<file path="src/rtl/demux_pkg.sv">
// Shared sizes, state encoding and helpers for the 1-to-1024 registered demultiplexer.
package demux_pkg;

  localparam int N  = 1024;
  localparam int SW = $clog2(N);

  // Frame counter holds 0..N, so the last write of a frame is seen at N-1.
  localparam logic [SW:0] CNT_LAST = (SW+1)'(N - 1);

  typedef enum logic [1:0] {
    IDLE,
    FILL,
    DONE
  } demux_state_t;

  function automatic logic [SW-1:0] ptr_inc(input logic [SW-1:0] p);
    return p + 1'b1;
  endfunction

endpackage

</file>
<file path="src/rtl/demux1024_reg_if.sv">
// Write-side bus of demux1024_reg: data/address/control in, output bank and status out.
interface demux1024_reg_if;
  import demux_pkg::*;

  logic          d;
  logic [SW-1:0] s;
  logic          wr_en;
  logic          auto;
  logic          start;
  logic          clr;
  logic [N-1:0]  o;
  logic          busy;
  logic          done;
  logic [SW-1:0] wr_ptr;

  modport master (
    output d, s, wr_en, auto, start, clr,
    input  o, busy, done, wr_ptr
  );

  modport slave (
    input  d, s, wr_en, auto, start, clr,
    output o, busy, done, wr_ptr
  );

endinterface

</file>
<file path="src/rtl/demux_dec.sv">
// SW-to-N one-hot decoder with enable; yields per-bit write enables for the output bank.
module demux_dec #(
  parameter int SW = 10,
  parameter int N  = 1 << SW
) (
  input  logic          en,
  input  logic [SW-1:0] addr,
  output logic [N-1:0]  onehot
);

  always_comb begin
    // NOTE: the all-zero default comes first so every path assigns onehot and no latch is inferred.
    onehot = '0;
    if (en) onehot[addr] = 1'b1;
  end

endmodule

</file>
<file path="src/rtl/demux1024_reg.sv">
// Registered 1-to-1024 demultiplexer with direct and auto-fill (wrapping frame) addressing.
module demux1024_reg
  import demux_pkg::*;
(
  input logic             clk,
  input logic             rst_n,
  demux1024_reg_if.slave  bus
);

  demux_state_t  state;
  logic [SW:0]   cnt;
  logic [SW-1:0] wr_ptr_q;
  logic [N-1:0]  o_q;
  logic          busy_q;
  logic          done_q;

  logic          start_take;
  logic          fill_wr;
  logic          direct_wr;
  logic          bank_we;
  logic [SW-1:0] wr_addr;
  logic [N-1:0]  bit_en;

  // A start only takes effect outside a frame; when it does, it swallows any same-cycle write.
  assign start_take = bus.start & bus.auto & (state != FILL);
  assign fill_wr    = bus.wr_en & (state == FILL);
  assign direct_wr  = bus.wr_en & ~bus.auto & (state != FILL) & ~start_take;
  assign bank_we    = ~bus.clr & (fill_wr | direct_wr);
  assign wr_addr    = (state == FILL) ? wr_ptr_q : bus.s;

  demux_dec #(
    .SW (SW),
    .N  (N)
  ) u_dec (
    .en     (bank_we),
    .addr   (wr_addr),
    .onehot (bit_en)
  );

  // NOTE: the bank is built from flops, not RAM, so it takes the async reset like any other state.
  always_ff @(posedge clk or negedge rst_n) begin
    if (!rst_n) begin
      o_q <= '0;
    end else if (bus.clr) begin
      o_q <= '0;
    end else begin
      // NOTE: non-blocking assignments keep every register sampling pre-edge values.
      o_q <= (o_q & ~bit_en) | (bit_en & {N{bus.d}});
    end
  end

  always_ff @(posedge clk or negedge rst_n) begin
    if (!rst_n) begin
      state    <= IDLE;
      cnt      <= '0;
      wr_ptr_q <= '0;
      busy_q   <= 1'b0;
      done_q   <= 1'b0;
    end else if (bus.clr) begin
      state    <= IDLE;
      cnt      <= '0;
      wr_ptr_q <= '0;
      busy_q   <= 1'b0;
      done_q   <= 1'b0;
    end else begin
      unique case (state)
        IDLE, DONE: begin
          if (start_take) begin
            state    <= FILL;
            wr_ptr_q <= bus.s;
            cnt      <= '0;
            busy_q   <= 1'b1;
            done_q   <= 1'b0;
          end
        end
        FILL: begin
          // auto and start are deliberately not looked at here: a frame runs to its N-th write.
          if (bus.wr_en) begin
            wr_ptr_q <= ptr_inc(wr_ptr_q);
            cnt      <= cnt + 1'b1;
            if (cnt == CNT_LAST) begin
              state  <= DONE;
              busy_q <= 1'b0;
              done_q <= 1'b1;
            end
          end
        end
        default: begin
          state  <= IDLE;
          busy_q <= 1'b0;
          done_q <= 1'b0;
        end
      endcase
    end
  end

  assign bus.o      = o_q;
  assign bus.busy   = busy_q;
  assign bus.done   = done_q;
  assign bus.wr_ptr = wr_ptr_q;

endmodule

</file>
<file path="src/flat_wrapper.sv">
// flat-port wrapper written by rule: the top's interface ports become plain ports
module demux1024_reg_flat import demux_pkg::*;
  (clk, rst_n, bus_d, bus_s, bus_wr_en, bus_auto, bus_start, bus_clr, bus_o, bus_busy, bus_done, bus_wr_ptr);
  demux1024_reg_if bus_i ();
  input logic clk;
  input logic rst_n;
  input wire logic [$bits(bus_i.d)-1:0] bus_d;
  input wire logic [$bits(bus_i.s)-1:0] bus_s;
  input wire logic [$bits(bus_i.wr_en)-1:0] bus_wr_en;
  input wire logic [$bits(bus_i.auto)-1:0] bus_auto;
  input wire logic [$bits(bus_i.start)-1:0] bus_start;
  input wire logic [$bits(bus_i.clr)-1:0] bus_clr;
  output wire logic [$bits(bus_i.o)-1:0] bus_o;
  output wire logic [$bits(bus_i.busy)-1:0] bus_busy;
  output wire logic [$bits(bus_i.done)-1:0] bus_done;
  output wire logic [$bits(bus_i.wr_ptr)-1:0] bus_wr_ptr;
  assign bus_i.d = bus_d;
  assign bus_i.s = bus_s;
  assign bus_i.wr_en = bus_wr_en;
  assign bus_i.auto = bus_auto;
  assign bus_i.start = bus_start;
  assign bus_i.clr = bus_clr;
  assign bus_o = bus_i.o;
  assign bus_busy = bus_i.busy;
  assign bus_done = bus_i.done;
  assign bus_wr_ptr = bus_i.wr_ptr;
  demux1024_reg u_core (.clk(clk), .rst_n(rst_n), .bus(bus_i));
endmodule
</file>
<file path="config.mk">
export PLATFORM = sky130hd
export DESIGN_NAME = demux1024_reg_flat
export DESIGN_NICKNAME = d
export VERILOG_FILES = /design/src/rtl/demux_pkg.sv /design/src/rtl/demux1024_reg_if.sv /design/src/rtl/demux_dec.sv /design/src/rtl/demux1024_reg.sv /design/src/flat_wrapper.sv
export SDC_FILE = /design/constraint.sdc
export NUM_CORES = 2
export LEC_CHECK = 0
export CAP_MARGIN = 30
export CORE_MARGIN = 2
export CORE_UTILIZATION = 23
export CTS_BUF_LIST = sky130_fd_sc_hd__clkbuf_16
export CTS_CLUSTER_DIAMETER = 150
export DETAILED_ROUTE_END_ITERATION = 7
export SKIP_LAST_GASP = 1
export SYNTH_ARGS = -nofsm -noshare
export SYNTH_HDL_FRONTEND = slang
export SYNTH_SLANG_ARGS = --single-unit
</file>
<file path="constraint.sdc">
create_clock -name clk -period 7.1 [get_ports clk]
set_input_delay 1.065 -clock clk [delete_from_list [all_inputs] [get_ports clk]]
set_output_delay 1.065 -clock clk [all_outputs]
set_load 0.02 [all_outputs]
</file>
==> results.md <==
* Status: finished, final reports clean
* Timing-limited maximum frequency at 219 MHz
* Final cycle utilization of the critical path at 64.3%
* Nature of the critical path startpoint: flop
* Reg-to-Reg End: u_core.bus.o[633]$_DFF_PN0_
* Synth-to-Final Area Change at 39.4%
* Share of synthesized cell area in and, or, nand and nor gates at 15.8%
* Synthesized cell area at 47,300 sq um
* Maximum number of pins on one net before global-route repair at 222
* Final max-slew violation count at 0
* First-pass iteration count of the detailed router at 7
* Reg-to-reg slack, setup at 2.53 ns
* Compound-Gate Fraction of Synth Area at 22.3%
* Arrival time worst endpoint at 5.20 ns
* Core ar. at 205,000 sq um
* Crit path max-delay cell type: sky130_fd_sc_hd__nand4_1
* Total routing resource utilization after global routing at 29.7%
* Worst-path cell chain: nand2b_4 > a211oi_4 > nand4_1 > buf_4 > o21ai_0 > a21oi_1
* CTS sink count at 1,047
* Number of enable flip-flop cells after synthesis at 0
* Dominant synthesized flop cell: sky130_fd_sc_hd__dfrtp_1
* Synth Register Bits at 1,047
* Clock insertion delay at the later pin of the skew report at 0.84 ns
* Static Leakage at 0.0247 uW
* Count of nets after finishing at 5,967
* Via count at 51,500
* Depth of the CTS H-tree at 3
* Share of the core filled with cells at 32.3%
* Length in cells of the worst reg-to-reg path at 6
* Fraction of final layout cells with drive strength greater than 1 at 9.75%
* Row Count at 166
* Combinational family with the most area after synthesis: compound AO/OA/AOI/OAI gates
* Antenna-violating nets left at 0
* Share of synthesized cell area in full adder, half adder and majority cells at 0.0529%
* Time the worst path needs with I/O delays and setup at 4.57 ns
* Routed length per placed instance at 37.0 um
* Cells taking the most area after synthesis: sky130_fd_sc_hd__dfrtp_1 55%, sky130_fd_sc_hd__nand3_1 11%, sky130_fd_sc_hd__a21oi_1 11%
* Cell type with the largest total area after synthesis: sky130_fd_sc_hd__dfrtp_1
* Warnings, synthesis at 0
* Number of different library cells in the post-synthesis netlist at 53
* Grt ovf at 0
* Largest incremental delay on the critical path at 1.08 ns
* Post-CTS setup buffer count at 0
* Number of clock buffers inserted by TritonCTS at 121
* Mux share of post-synthesis cell area at 0.867%
* Chip width at 458 um
* Top cell types by occurrence after synthesis: 1,061 x sky130_fd_sc_hd__nand3_1, 1,047 x sky130_fd_sc_hd__dfrtp_1, 1,009 x sky130_fd_sc_hd__a21oi_1, 1,004 x sky130_fd_sc_hd__o21ai_0, 411 x sky130_fd_sc_hd__clkbuf_1
* Number of buffers inserted by port buffering at 1,052
* Fraction of registers with async set/reset at 100%
* Chip height at 458 um
* Setup crit end kind: flop
* PostCTS Resize Cnt at 0
* R2r startpoint: u_core.state[0]$_DFFE_PN0P_
* Most instantiated library cell after synthesis: sky130_fd_sc_hd__nand3_1
* Synth Net Count at 5,172
* Area of the multi-input gates at 19,500 sq um
* Minimum setup slack after placement at 2.33 ns
* Routed via count divided by cell count at 5.87
* Detailed Route Iter0 Violations at 8,433
* Setup repair after global routing missed its margin: false
* Total Negative Setup Slacks at 0 ns
* Transition time at the pin with the least slew margin at 1.43 ns
* Cell type group with the largest total delay on the critical path: simple AND/OR/NAND/NOR gates
* Maximum fanout along the worst path at 49
* Clock edge transition at the registers on the reported setup and hold paths at 0.06 ns
* Setup-failing EPs final at 0
* Gpl congestion at 0.872
* Skew final at 0.0435 ns
* Area share of the largest cell type after synthesis at 55.4%
* Hold-fix buffers at CTS at 0
* Number of maximum-capacitance constraint violations at 0
* Worst path required time at 7.73 ns
* Xor/xnor share of the synthesized area at 0.0370%
* Class of the worst hold path: in -> async
* Relative slew slack at 4.52%
* CTS max path bufs at 3
* Combined flip-flop and latch cell area at 26,200 sq um
* Post-Syn Area per Cell at 9.18 sq um
* IR Drop Worst-Case VDD at 0.201 mV
* Post-detailed-routing wire length at 325 mm
* Wire length of the first global-routing pass at 429 mm
* Boundary Pins at 1,053
* Crit path kind: reg -> reg
* DR DRC count at 0
* Part of the Yosys area used for sequential elements at 55.4%
* Gate count of the mapped netlist at 5,153
* Total power per unit cell area at 208 nW/um^2
* Cell chosen for the clock root: sky130_fd_sc_hd__clkbuf_16
* Crit path setup slack, layout at 2.53 ns
* Endpoints failing hold at 0
* Antenna violations before repair at 42
* CTS tree: built
* Count of buffering cells on the critical path with inverters included at 1
* Post-detailed-placement half-perimeter wirelength at 212 mm
* Effective utilization at floorplan at 23.1%
* Via count of the first global-routing pass at 48,400
* Die ar. at 209,000 sq um
* Layout filler cell count at 20,800
state kept, by name (all words and copies together) (netlist names):
signal             cells
u_core.cnt            11
u_core.state           1
u_core.bus.done        1
u_core.bus.wr_ptr     10
u_core.bus.o        1024
placed cells by master (no fill, tap or decap), types with 6 or more instances in the layout:
| master | netlist | layout |
|---|---|---|
| sky130_fd_sc_hd__nor4_2 | 27 | 12 |
| sky130_fd_sc_hd__buf_8 | 0 | 13 |
| sky130_fd_sc_hd__clkinv_2 | 0 | 21 |
| sky130_fd_sc_hd__mux2i_1 | 32 | 25 |
| sky130_fd_sc_hd__inv_1 | 11 | 36 |
| sky130_fd_sc_hd__nand3_1 | 1061 | 1031 |
| sky130_fd_sc_hd__clkinvlp_4 | 0 | 8 |
| sky130_fd_sc_hd__mux2_2 | 8 | 8 |
| sky130_fd_sc_hd__nor4bb_1 | 7 | 7 |
| sky130_fd_sc_hd__bufinv_16 | 0 | 6 |
| sky130_fd_sc_hd__clkinv_1 | 0 | 28 |
| sky130_fd_sc_hd__clkbuf_16 | 0 | 121 |
| sky130_fd_sc_hd__nor3_2 | 25 | 21 |
| sky130_fd_sc_hd__dfrtp_1 | 1047 | 1047 |
| sky130_fd_sc_hd__nor2_1 | 15 | 15 |
| sky130_fd_sc_hd__a31o_2 | 9 | 9 |
| sky130_fd_sc_hd__nand4_1 | 57 | 57 |
| sky130_fd_sc_hd__a21oi_1 | 1009 | 1009 |
| sky130_fd_sc_hd__buf_4 | 8 | 191 |
| sky130_fd_sc_hd__nand3_2 | 0 | 16 |
| sky130_fd_sc_hd__buf_16 | 0 | 15 |
| sky130_fd_sc_hd__and3_1 | 8 | 8 |
| sky130_fd_sc_hd__nand3_4 | 0 | 14 |
| sky130_fd_sc_hd__a31oi_4 | 0 | 8 |
| sky130_fd_sc_hd__nor3_1 | 30 | 11 |
| sky130_fd_sc_hd__nand2_1 | 73 | 73 |
| sky130_fd_sc_hd__nor3_4 | 4 | 27 |
| sky130_fd_sc_hd__clkdlybuf4s50_1 | 0 | 1049 |
| sky130_fd_sc_hd__nor4_4 | 16 | 40 |
| sky130_fd_sc_hd__o21ai_1 | 15 | 15 |
| sky130_fd_sc_hd__o21ai_0 | 1004 | 1004 |
| sky130_fd_sc_hd__buf_6 | 6 | 8 |
| sky130_fd_sc_hd__buf_12 | 0 | 15 |
| sky130_fd_sc_hd__diode_2 | 0 | 38 |
| sky130_fd_sc_hd__clkinv_16 | 0 | 6 |
logic make-up after synthesis:
group                      after synthesis
xor gates and xnor gates                 2
buffers and inverters                  631
DFF                                   1047
muxes                                   40
adders and majority gates                2
and+or+nand+nor                       1351
AOI/OAI and AO/OA                     2080
report_power, final:
group / total, uW / switching [uW] / leakage (uW) / internal [uW]
registers: 6000 / 25.9 / 0.0146 / 5980
clock network: 6240 / 2900 / 0.00196 / 3340
logic: 1520 / 1280 / 0.00807 / 237
final cells by class:
cell class | count | area share (%)
tap | 2688 | 5.10
antenna | 38 | 0.144
sequential | 1047 | 39.7
timing repair buffer | 1292 | 19.6
multi-input combinational | 3475 | 29.5
clock inverter | 104 | 1.26
inverter | 11 | 0.0626
clock buffer | 121 | 4.59
per-layer routing:
layer  wire [um]  track usage [%]  vias to the layer above  part of all wire [%]
met5          98                0                        -                 0.030
met4       29100             23.8                        8                   9.0
met3       34900             8.97                     1111                    11
met2      146000             45.7                     4204                    45
met1      115000             34.4                    25900                    35
li1            -                -                    20300                     -
through the flow:
step	cells	instance area (sq um)	hold WS, ns	power, uW
global placement	8473	61300	0.489	7520
detailed placement	8508	61900	0.490	7570
floorplan	5153	47300	0.464	6740
finish	8776	66000	0.197	13800
global route	8743	65900	0.259	14100
CTS	8733	65800	0.228	13800
worst max-delay path by stage:
| stage | slack (ns) | from | depth (start not counted) | end |
|---|---|---|---|---|
| after floorplan | 4.16 | bus_wr_en | 9 | u_core.bus.o[30]$_DFF_PN0_ |
| after global placement | 2.37 | bus_wr_en | 8 | u_core.bus.o[413]$_DFF_PN0_ |
| after detailed placement | 2.33 | bus_wr_en | 8 | u_core.bus.o[150]$_DFF_PN0_ |
| after CTS | 2.59 | u_core.state[0]$_DFFE_PN0P_ | 7 | u_core.bus.o[150]$_DFF_PN0_ |
| after global routing | 2.42 | u_core.bus.done$_DFFE_PN0P_ | 6 | u_core.bus.o[580]$_DFF_PN0_ |
| final | 2.53 | u_core.state[0]$_DFFE_PN0P_ | 6 | u_core.bus.o[633]$_DFF_PN0_ |
worst reg2reg max path: cells and delay by family, from the launching register on:
kind	cells	cell delay [ns]
AOI/OAI and AO/OA	3	1.32
buffers and inverters	1	0.58
and+or+nand+nor	2	1.69
DFF	1	0.81
Power figures use the tool's default switching activity.
